===== config.mk =====
export PLATFORM = sky130hd
export DESIGN_NAME = control_cruce
export DESIGN_NICKNAME = d
export VERILOG_FILES = /design/src/rtl/cruce_pkg.sv /design/src/rtl/control_cruce_temporizador.sv /design/src/rtl/control_cruce.sv
export SDC_FILE = /design/constraint.sdc
export NUM_CORES = 1
export LEC_CHECK = 0
export BUFFER_PORTS_ARGS = -buffer_cell sky130_fd_sc_hd__buf_4
export CAP_MARGIN = 5
export CORE_AREA = 2 2 47 49
export CTS_CLUSTER_SIZE = 24
export DETAILED_ROUTE_END_ITERATION = 12
export DIE_AREA = 0 0 49 51
export PLACE_DENSITY = 0.81
export SLEW_MARGIN = 20
export SYNTH_ARGS = -nofsm -noshare
export SYNTH_HDL_FRONTEND = slang
export SYNTH_SLANG_ARGS = --single-unit

===== constraint.sdc =====
create_clock -name clock -period 1.9 [get_ports clock]
set_input_delay 0.38 -clock clock [delete_from_list [all_inputs] [get_ports clock]]
set_output_delay 0.38 -clock clock [all_outputs]
set_load 0.01 [all_outputs]

===== src/rtl/cruce_pkg.sv =====
// Shared types and default timing for the control_cruce intersection controller.
// The PEATON state only exists when CRUCE_PEATON_EN is defined.
package cruce_pkg;

    localparam int VERDE_A_TICS_DEF   = 20;
    localparam int VERDE_B_TICS_DEF   = 20;
    localparam int AMARILLO_TICS_DEF  = 3;
    localparam int TODO_ROJO_TICS_DEF = 2;
    localparam int PEATON_TICS_DEF    = 10;
    localparam int CNT_W_DEF          = 8;

    typedef enum logic [2:0] {
        TODO_ROJO_B = 3'd0,
        VERDE_A     = 3'd1,
        AMARILLO_A  = 3'd2,
        TODO_ROJO_A = 3'd3,
`ifdef CRUCE_PEATON_EN
        PEATON      = 3'd4,
`endif
        VERDE_B     = 3'd5,
        AMARILLO_B  = 3'd6
    } estado_t;

    typedef struct packed {
        logic rojo_a;
        logic amarillo_a;
        logic verde_a;
        logic rojo_b;
        logic amarillo_b;
        logic verde_b;
        logic peaton_verde;
    } luces_t;

    // Lamp decode from state; anything unrecognised falls back to all-red.
    function automatic luces_t decodificar(input estado_t e);
        luces_t l;
        l.rojo_a       = 1'b1;
        l.amarillo_a   = 1'b0;
        l.verde_a      = 1'b0;
        l.rojo_b       = 1'b1;
        l.amarillo_b   = 1'b0;
        l.verde_b      = 1'b0;
        l.peaton_verde = 1'b0;
        case (e)
            VERDE_A: begin
                l.rojo_a  = 1'b0;
                l.verde_a = 1'b1;
            end
            AMARILLO_A: begin
                l.rojo_a     = 1'b0;
                l.amarillo_a = 1'b1;
            end
            VERDE_B: begin
                l.rojo_b  = 1'b0;
                l.verde_b = 1'b1;
            end
            AMARILLO_B: begin
                l.rojo_b     = 1'b0;
                l.amarillo_b = 1'b1;
            end
`ifdef CRUCE_PEATON_EN
            PEATON: begin
                l.peaton_verde = 1'b1;
            end
`endif
            default: begin
                l.rojo_a = 1'b1;
                l.rojo_b = 1'b1;
            end
        endcase
        return l;
    endfunction

endpackage


===== src/rtl/control_cruce_temporizador.sv =====
// Phase down-counter: loads on request, decrements on each tick and parks at zero.
module temporizador #(
    parameter int               CNT_W   = 8,
    parameter logic [CNT_W-1:0] RST_VAL = {CNT_W{1'b0}}
) (
    input  logic             clock,
    input  logic             reset,
    input  logic             load,
    input  logic [CNT_W-1:0] load_val,
    input  logic             tick_en,
    output logic [CNT_W-1:0] count,
    output logic             cero
);

    logic [CNT_W-1:0] count_q;
    logic [CNT_W-1:0] count_d;

    // Next count: a load wins over a tick; zero is held until the next load.
    always_comb begin
        count_d = count_q;
        if (load) begin
            count_d = load_val;
        end else if (tick_en && (count_q != {CNT_W{1'b0}})) begin
            count_d = count_q - CNT_W'(1);
        end else begin
            count_d = count_q;
        end
    end

    // Count register with synchronous reset to the power-on phase length.
    always_ff @(posedge clock) begin
        if (reset) begin
            count_q <= RST_VAL;
        end else begin
            count_q <= count_d;
        end
    end

    assign count = count_q;
    assign cero  = (count_q == {CNT_W{1'b0}});

endmodule


===== src/rtl/control_cruce.sv =====
// Two-road traffic light controller with optional pedestrian phase.
// Define CRUCE_PEATON_EN to build the PEATON phase and the pedestrian request latch.
module control_cruce
    import cruce_pkg::*;
#(
    parameter int VERDE_A_TICS   = VERDE_A_TICS_DEF,
    parameter int VERDE_B_TICS   = VERDE_B_TICS_DEF,
    parameter int AMARILLO_TICS  = AMARILLO_TICS_DEF,
    parameter int TODO_ROJO_TICS = TODO_ROJO_TICS_DEF,
    parameter int PEATON_TICS    = PEATON_TICS_DEF,
    parameter int CNT_W          = CNT_W_DEF
) (
    input  logic clock,
    input  logic reset,
    input  logic tick_en,
    input  logic sensor_b,
    input  logic peaton_req,
    output logic rojo_a,
    output logic amarillo_a,
    output logic verde_a,
    output logic rojo_b,
    output logic amarillo_b,
    output logic verde_b,
    output logic peaton_verde,
    output logic peaton_ack
);

    localparam logic [CNT_W-1:0] CARGA_VA  = CNT_W'(VERDE_A_TICS - 1);
    localparam logic [CNT_W-1:0] CARGA_VB  = CNT_W'(VERDE_B_TICS - 1);
    localparam logic [CNT_W-1:0] CARGA_AM  = CNT_W'(AMARILLO_TICS - 1);
    localparam logic [CNT_W-1:0] CARGA_TR  = CNT_W'(TODO_ROJO_TICS - 1);
    localparam logic [CNT_W-1:0] CARGA_PEA = CNT_W'(PEATON_TICS - 1);

    // Reload value for the phase being entered.
    function automatic logic [CNT_W-1:0] carga(input estado_t e);
        case (e)
            VERDE_A:     return CARGA_VA;
            AMARILLO_A:  return CARGA_AM;
            VERDE_B:     return CARGA_VB;
            AMARILLO_B:  return CARGA_AM;
`ifdef CRUCE_PEATON_EN
            PEATON:      return CARGA_PEA;
`endif
            default:     return CARGA_TR;
        endcase
    endfunction

    estado_t          estado_q;
    estado_t          estado_d;
    luces_t           luces_q;
    luces_t           luces_d;
    logic             ack_q;
    logic             ack_d;
    logic             pendiente_act;
    logic             carga_en;
    logic [CNT_W-1:0] carga_val;
    logic [CNT_W-1:0] unused_cuenta;
    logic             cero;
    logic             expira;

    temporizador #(
        .CNT_W   (CNT_W),
        .RST_VAL (CARGA_TR)
    ) u_temporizador (
        .clock    (clock),
        .reset    (reset),
        .load     (carga_en),
        .load_val (carga_val),
        .tick_en  (tick_en),
        .count    (unused_cuenta),
        .cero     (cero)
    );

    assign expira = tick_en && cero;

`ifdef CRUCE_PEATON_EN
    logic pendiente_q;
    logic pendiente_d;
    logic entra_peaton;

    assign entra_peaton  = (estado_d == PEATON) && (estado_q != PEATON);
    assign pendiente_act = pendiente_q;

    // Pending-request latch; clearing on PEATON entry beats a coincident request.
    always_comb begin
        pendiente_d = pendiente_q;
        if (entra_peaton) begin
            pendiente_d = 1'b0;
        end else if (peaton_req && (estado_q != PEATON)) begin
            pendiente_d = 1'b1;
        end else begin
            pendiente_d = pendiente_q;
        end
    end

    // Pending-request register.
    always_ff @(posedge clock) begin
        if (reset) begin
            pendiente_q <= 1'b0;
        end else begin
            pendiente_q <= pendiente_d;
        end
    end

    assign ack_d = entra_peaton;
`else
    logic unused_peaton;

    assign unused_peaton = peaton_req;
    assign pendiente_act = 1'b0;
    assign ack_d         = 1'b0;
`endif

    // Next-state logic; VERDE_A keeps re-evaluating at zero until there is demand.
    always_comb begin
        estado_d = estado_q;
        case (estado_q)
            TODO_ROJO_B: begin
                if (expira) estado_d = VERDE_A;
                else        estado_d = estado_q;
            end
            VERDE_A: begin
                if (expira && (sensor_b || pendiente_act)) estado_d = AMARILLO_A;
                else                                        estado_d = estado_q;
            end
            AMARILLO_A: begin
                if (expira) estado_d = TODO_ROJO_A;
                else        estado_d = estado_q;
            end
            TODO_ROJO_A: begin
`ifdef CRUCE_PEATON_EN
                if (expira) estado_d = pendiente_act ? PEATON : VERDE_B;
                else        estado_d = estado_q;
`else
                if (expira) estado_d = VERDE_B;
                else        estado_d = estado_q;
`endif
            end
`ifdef CRUCE_PEATON_EN
            PEATON: begin
                if (expira) estado_d = VERDE_B;
                else        estado_d = estado_q;
            end
`endif
            VERDE_B: begin
                if (expira) estado_d = AMARILLO_B;
                else        estado_d = estado_q;
            end
            AMARILLO_B: begin
                if (expira) estado_d = TODO_ROJO_B;
                else        estado_d = estado_q;
            end
            default: begin
                estado_d = TODO_ROJO_B;
            end
        endcase
    end

    assign carga_en  = (estado_d != estado_q);
    assign carga_val = carga(estado_d);
    assign luces_d   = decodificar(estado_d);

    // State and lamp registers; lamps track the state being entered so they align with it.
    always_ff @(posedge clock) begin
        if (reset) begin
            estado_q <= TODO_ROJO_B;
            luces_q  <= decodificar(TODO_ROJO_B);
            ack_q    <= 1'b0;
        end else begin
            estado_q <= estado_d;
            luces_q  <= luces_d;
            ack_q    <= ack_d;
        end
    end

    assign rojo_a       = luces_q.rojo_a;
    assign amarillo_a   = luces_q.amarillo_a;
    assign verde_a      = luces_q.verde_a;
    assign rojo_b       = luces_q.rojo_b;
    assign amarillo_b   = luces_q.amarillo_b;
    assign verde_b      = luces_q.verde_b;
    assign peaton_verde = luces_q.peaton_verde;
    assign peaton_ack   = ack_q;

endmodule


# Word level (Yosys, flattened, before mapping)
# Index checks and enable logic that the tools add are counted.
# word_totals
reg_bits,18
latch_bits,0
ram_bits,0
mem_bits_ro,0
in_bits,5
out_inout_bits,8
wordCells,47
mem_count,0
# classes
n_addsub,1
multipliers,0
n_div,0
order_cmp,0
n_eq_ne,10
shifts,0
muxes,16
bitwise_logic,0
reduce_logical,11
# ops
op,n
3-bit 2-to-1 mux,6
3-bit one-hot mux with 6 select lines,1
8-bit 2-to-1 mux,2
"3-bit == test, second input constant",4
5-bit one-hot mux with 2 select lines,1
"3-bit by 2-bit == test with 1-bit output, second input constant",3
8-bit zero test,1
8-bit nonzero test,1
2-bit OR reduction,4
"8-bit by 1-bit subtractor with 8-bit output, second input constant",1
"3-bit by 1-bit == test with 1-bit output, second input constant",2
1-bit 2-to-1 mux,6
1-bit logical AND,3
3-bit zero test,1
3-bit inequality test,1
2-bit nonzero test,1

# Logic depth before layout (Yosys ltp)
# logic_depth
word_depth,9
ltp_mapped,11
depth_no_buf,10

# Hierarchy
# Synthesis repeated with hierarchy kept, for this count alone.
# unflattened
cells_unflattened,120
area_unflattened_um2,1002.2
# modules_own_cells
module,instances,cells_each,area_per_inst_um2,seq_area_each_um2
temporizador,1,60,514.2,160.2
control_cruce,1,60,488.0,180.2

# Worst setup path after synthesis
# Ideal clock, no wire load.
# synth_timing
path_type,register -> register
from,"register u_temporizador.count_q[0], in the netlist u_temporizador.count[0]"
to,"register u_temporizador.count_q[1], in the netlist u_temporizador.count[1]"
setup_time_ps,70
t_arrival_ps,1896
required_ps,1830
setup_slack_ps,-65
stages_incl_launch_ff,10
n_path_buf,1
period_less_slack_ps,1965
path_cell_list,dfxtp_1 -> inv_1 -> ha_1 -> nor3b_2 -> buf_6 -> nand3_1 -> o221ai_1 -> ha_1 -> a211o_1 -> o21ai_1
# synth_between
elab_chain_cells,9
word_cells_on_any_way,24
cone_classes,add/sub: 1; eq/ne: 5; mux: 10; reduce/logical: 8
# synth_rtl
item,line_no,text
from (decl),control_cruce_temporizador.sv:15,logic [CNT_W-1:0] count_q;
from (signal assigned),control_cruce_temporizador.sv:35,count_q <= count_d;
8-bit zero test,control_cruce_temporizador.sv:40,assign cero = (count_q == {CNT_W{1'b0}});
1-bit logical AND,control_cruce.sv:74,assign expira = tick_en && cero;
1-bit logical AND,control_cruce.sv:123,if (expira && (sensor_b || pendiente_act)) estado_d = AMARILLO_A;
3-bit 2-to-1 mux,control_cruce.sv:123,
3-bit one-hot mux with 6 select lines,control_cruce.sv:117,case (estado_q)
"3-bit == test, or another cell as far along",control_cruce.sv:36,case (e)
2-bit OR reduction (no line),n/a,
5-bit one-hot mux with 2 select lines,control_cruce.sv:36,
8-bit 2-to-1 mux,control_cruce_temporizador.sv:21,if (load) begin
# Parallel ways exist; a longest one is shown, timed or not. The select of a mux whose other input is x is not followed.
# A chain may end at the register's enable or synchronous reset.

# Final worst setup path
# layout_timing
from,"register u_temporizador.count_q[1], in the netlist u_temporizador.count[1]"
to,"register u_temporizador.count_q[4], in the netlist u_temporizador.count[4]"
# layout_between
elab_chain_cells,9
word_cells_on_any_way,24
cone_classes,add/sub: 1; eq/ne: 5; mux: 10; reduce/logical: 8
# layout_rtl
item,line_no,text
8-bit zero test (*),control_cruce_temporizador.sv:40,
1-bit logical AND (*),control_cruce.sv:74,
1-bit logical AND,control_cruce.sv:123,
3-bit 2-to-1 mux,control_cruce.sv:123,
3-bit one-hot mux with 6 select lines (*),control_cruce.sv:117,
via estado_d[1],control_cruce.sv:49,estado_t estado_d;
"3-bit == test, or another cell as far along",control_cruce.sv:36,
2-bit OR reduction (no line),n/a,
5-bit one-hot mux with 2 select lines,control_cruce.sv:36,
8-bit 2-to-1 mux,control_cruce_temporizador.sv:21,
# The timed path passes the listed nets; every way through them passes the cells marked *. The select of a mux whose other input is x is not followed.

==> metrics.cfg <==
[sta]
setup_ws_ps = -28.0
clock.fmax_mhz = 519
rsz0062_at_grt = true
setup_viol = 2
fin_skew_ps = 12.4
drv_slew = 0
fin_crit_sh = 1.01
finalHoldViolations = 0
fin_crit_ps = 1930

[min_path]
worstHoldPathType = input pin to flop
whs_path_depth = 2

[worst_setup_path]
cp_data_required_time_ps = 2050
cp_top_family = compound AO/OA/AOI/OAI gates
crit_slowest_cell = dfxtp_2
path_class = flop to flop
crit_path_end_kind = flop
startpoint_type = flop
cp.arrival_ps = 2080
critPathBufInv = 3
path_cells = inv_2 -> ha_4 -> nor3b_4 -> buf_6 -> nand3_4 -> o211ai_1 -> inv_1 -> ha_1 -> a21oi_1 -> a311oi_1
crit_cells = 10
cp_max_fo = 7
ff2ff_path_depth = 10
cpPeakStageDelay_ps = 350

[flow_run]
drv_cap = 0

[global_routing]
grt_usage = 0.170
grt_max_degree = 11
overflow = 0
grt_pass1_vias = 809
antenna_found_initial = 0
grt_pass1_wl_um = 3280

[clocking]
clock-sinks = 17
h-tree-depth = 1
clock_path_buffers = 2
cts_tree = done
clock_latency_ps = 290
ctsHoldBuffers = 0
numCtsBuffers = 3
path_clk_slew_ps = 110
root_buffer = clkbuf_4

[layout]
area_growth_pct = 29.0
finalNonFillerCells = 155
drive_above_1_share = 0.362
fillers = 183
insertedDiodeCount = 0
nets = 138
final_area_um2 = 1210

[floorplan]
pin_count = 13
design.die.area_um2 = 2500
coreArea_um2 = 2060
die_width_um = 49
die_y_um = 51
initial_core_util = 0.453
fp-row-count = 17

[detailed_routing]
drc = 0
vias = 831
drt-total-wl_um = 2060
wire_per_inst_um = 13.3
dr.pass1.iters = 4
ant_nets = 0
via_per_inst = 5.36
drt_iter0_markers = 9

[synth]
synth-edff-count = 0
syn_inst = 102
avgSynthCellArea_um2 = 9.16
ys.warnings.count = 0
ys_types = 41
synth_flop_cell = dfxtp_1
synthTopCellsByArea = dfxtp_1, ha_1, nor2_1
ys_seq_area_frac = 0.364
synth_top_cell_by_area = dfxtp_1
synth_top_area_share = 0.364
mappedNetlistArea_um2 = 935
synth_seq_cells = 17
async_flop_share = 0

[pwr]
ir_worst_vdd_v = 0.000589
p_leak_nw = 0.466
finalPower_mw = 1.51
power_density_nw_per_um2 = 1260

[run_status]
violations = setup timing
outcome = finished, violations left

[placement]
gp_congestion = 0.795
dp.final_hpwl_um = 1460
post_dp_cell_area_um2 = 1100
dp_cells = 146
port_buffers = 9

## sequential cells by signal (all words and copies together) (netlist names)
signal                count
u_temporizador.count      8
estado_q                  3
verde_a                   1
amarillo_a                1
rojo_a                    1
verde_b                   1
rojo_b                    1
amarillo_b                1
## layout make-up
cell class	instances	area [um^2]	area share
Multi-Input combinational cell	75	587	0.487
Inverter	6	22.5	0.0187
Clock inverter	1	5.00	0.00415
Clock buffer	3	22.5	0.0187
Sequential cell	17	343	0.284
Timing Repair Buffer	25	191	0.159
Tap cell	28	35.0	0.0290
## final timing paths
check | startpoint | endpoint | slack [ps]
setup / recovery | u_temporizador.count[1]$_SDFFE_PP0P_ | u_temporizador.count[4]$_SDFFE_PP0P_ | -30
setup reg to reg | u_temporizador.count[1]$_SDFFE_PP0P_ | u_temporizador.count[4]$_SDFFE_PP0P_ | -30
hold / removal | reset | estado_q[2]$_SDFF_PP0_ | 300
hold reg to reg | u_temporizador.count[5]$_SDFFE_PP0P_ | u_temporizador.count[5]$_SDFFE_PP0P_ | 580
## cells by family (layout without fill, tap and decap cells)
family | after synthesis | in the layout | share of synthesized area
AOI/OAI and AO/OA | 22 | 22 | 0.202
xor gates and xnor gates | 3 | 3 | 0.0281
adders and majority gates | 5 | 5 | 0.0669
buffers and inverters | 11 | 35 | 0.0642
DFF | 17 | 17 | 0.364
muxes | 2 | 2 | 0.0228
other | 1 | 2 | 0.00401
and+or+nand+nor | 41 | 41 | 0.248
## power by group
part	internal (mW)	leakage [nW]	total, mW	switching [mW]
Clock	0.0783	0.0177	0.197	0.119
Combinational	0.410	0.309	0.820	0.410
Sequential	0.431	0.138	0.496	0.0656
## worst reg2reg max path, delay by kind of cell (launching register included)
kind | cells | cell delay (ps)
simple gates | 2 | 260
compound gates | 3 | 520
buf+inv | 3 | 340
fa+ha+maj | 2 | 320
flops | 1 | 350
## layer usage
metal / up-vias / track usage / share of wire
li1: 414 / - / -
met1: 396 / 0.181 / 0.43
met2: 17 / 0.326 / 0.54
met3: 4 / 0.0175 / 0.016
met4: 0 / 0.0952 / 0.016
met5: - / 0 / 0
## metrics by stage
stage,utilization,hold slack (ps),setup WS (ps),TNS [ps]
2_1_floorplan,-,452,12.0,0
4_1_cts,0.582,286,2.91,0
3_3_place_gp,0.535,539,-32.9,-32.9
5_1_grt,0.585,289,-149,-1370
3_5_place_dp,0.535,537,-155,-519
6_report,0.585,295,-28.0,-47.4
## repair_timing
action / 4_1_cts / 5_1_grt
pin swaps: 5 / 1
resized for setup: 9 / 1
setup endpoints to repair: 10 / 14
buffers inserted: 5 / 0
## synthesized netlist by cell type, types with 2 or more instances
library cell  count
dfxtp_1          17
nor2_1           10
nand2_1           7
inv_1             6
a21oi_1           5
ha_1              5
nand2b_1          5
buf_4             3
nand3_1           3
nor2b_1           3
xnor2_1           3
a211oi_1          2
a31o_2            2
nand4_1           2
nor3_1            2
nor4_1            2
## placed cells by master (no fill, tap or decap), types with 2 or more instances in the layout
cell type  netlist  final
a211oi_1         2      2
a21oi_1          5      5
a31o_2           2      2
buf_4            3     24
clkbuf_4         0      3
conb_1           1      2
dfxtp_1         17     15
dfxtp_2          0      2
ha_1             5      4
inv_1            6      4
inv_2            0      2
nand2_1          7      7
nand2b_1         5      5
nand3_1          3      2
nand4_1          2      2
nor2_1          10     10
nor2b_1          3      3
nor3_1           2      2
nor4_1           2      2
xnor2_1          3      3
No activity file was read; power rests on OpenSTA's default activity.
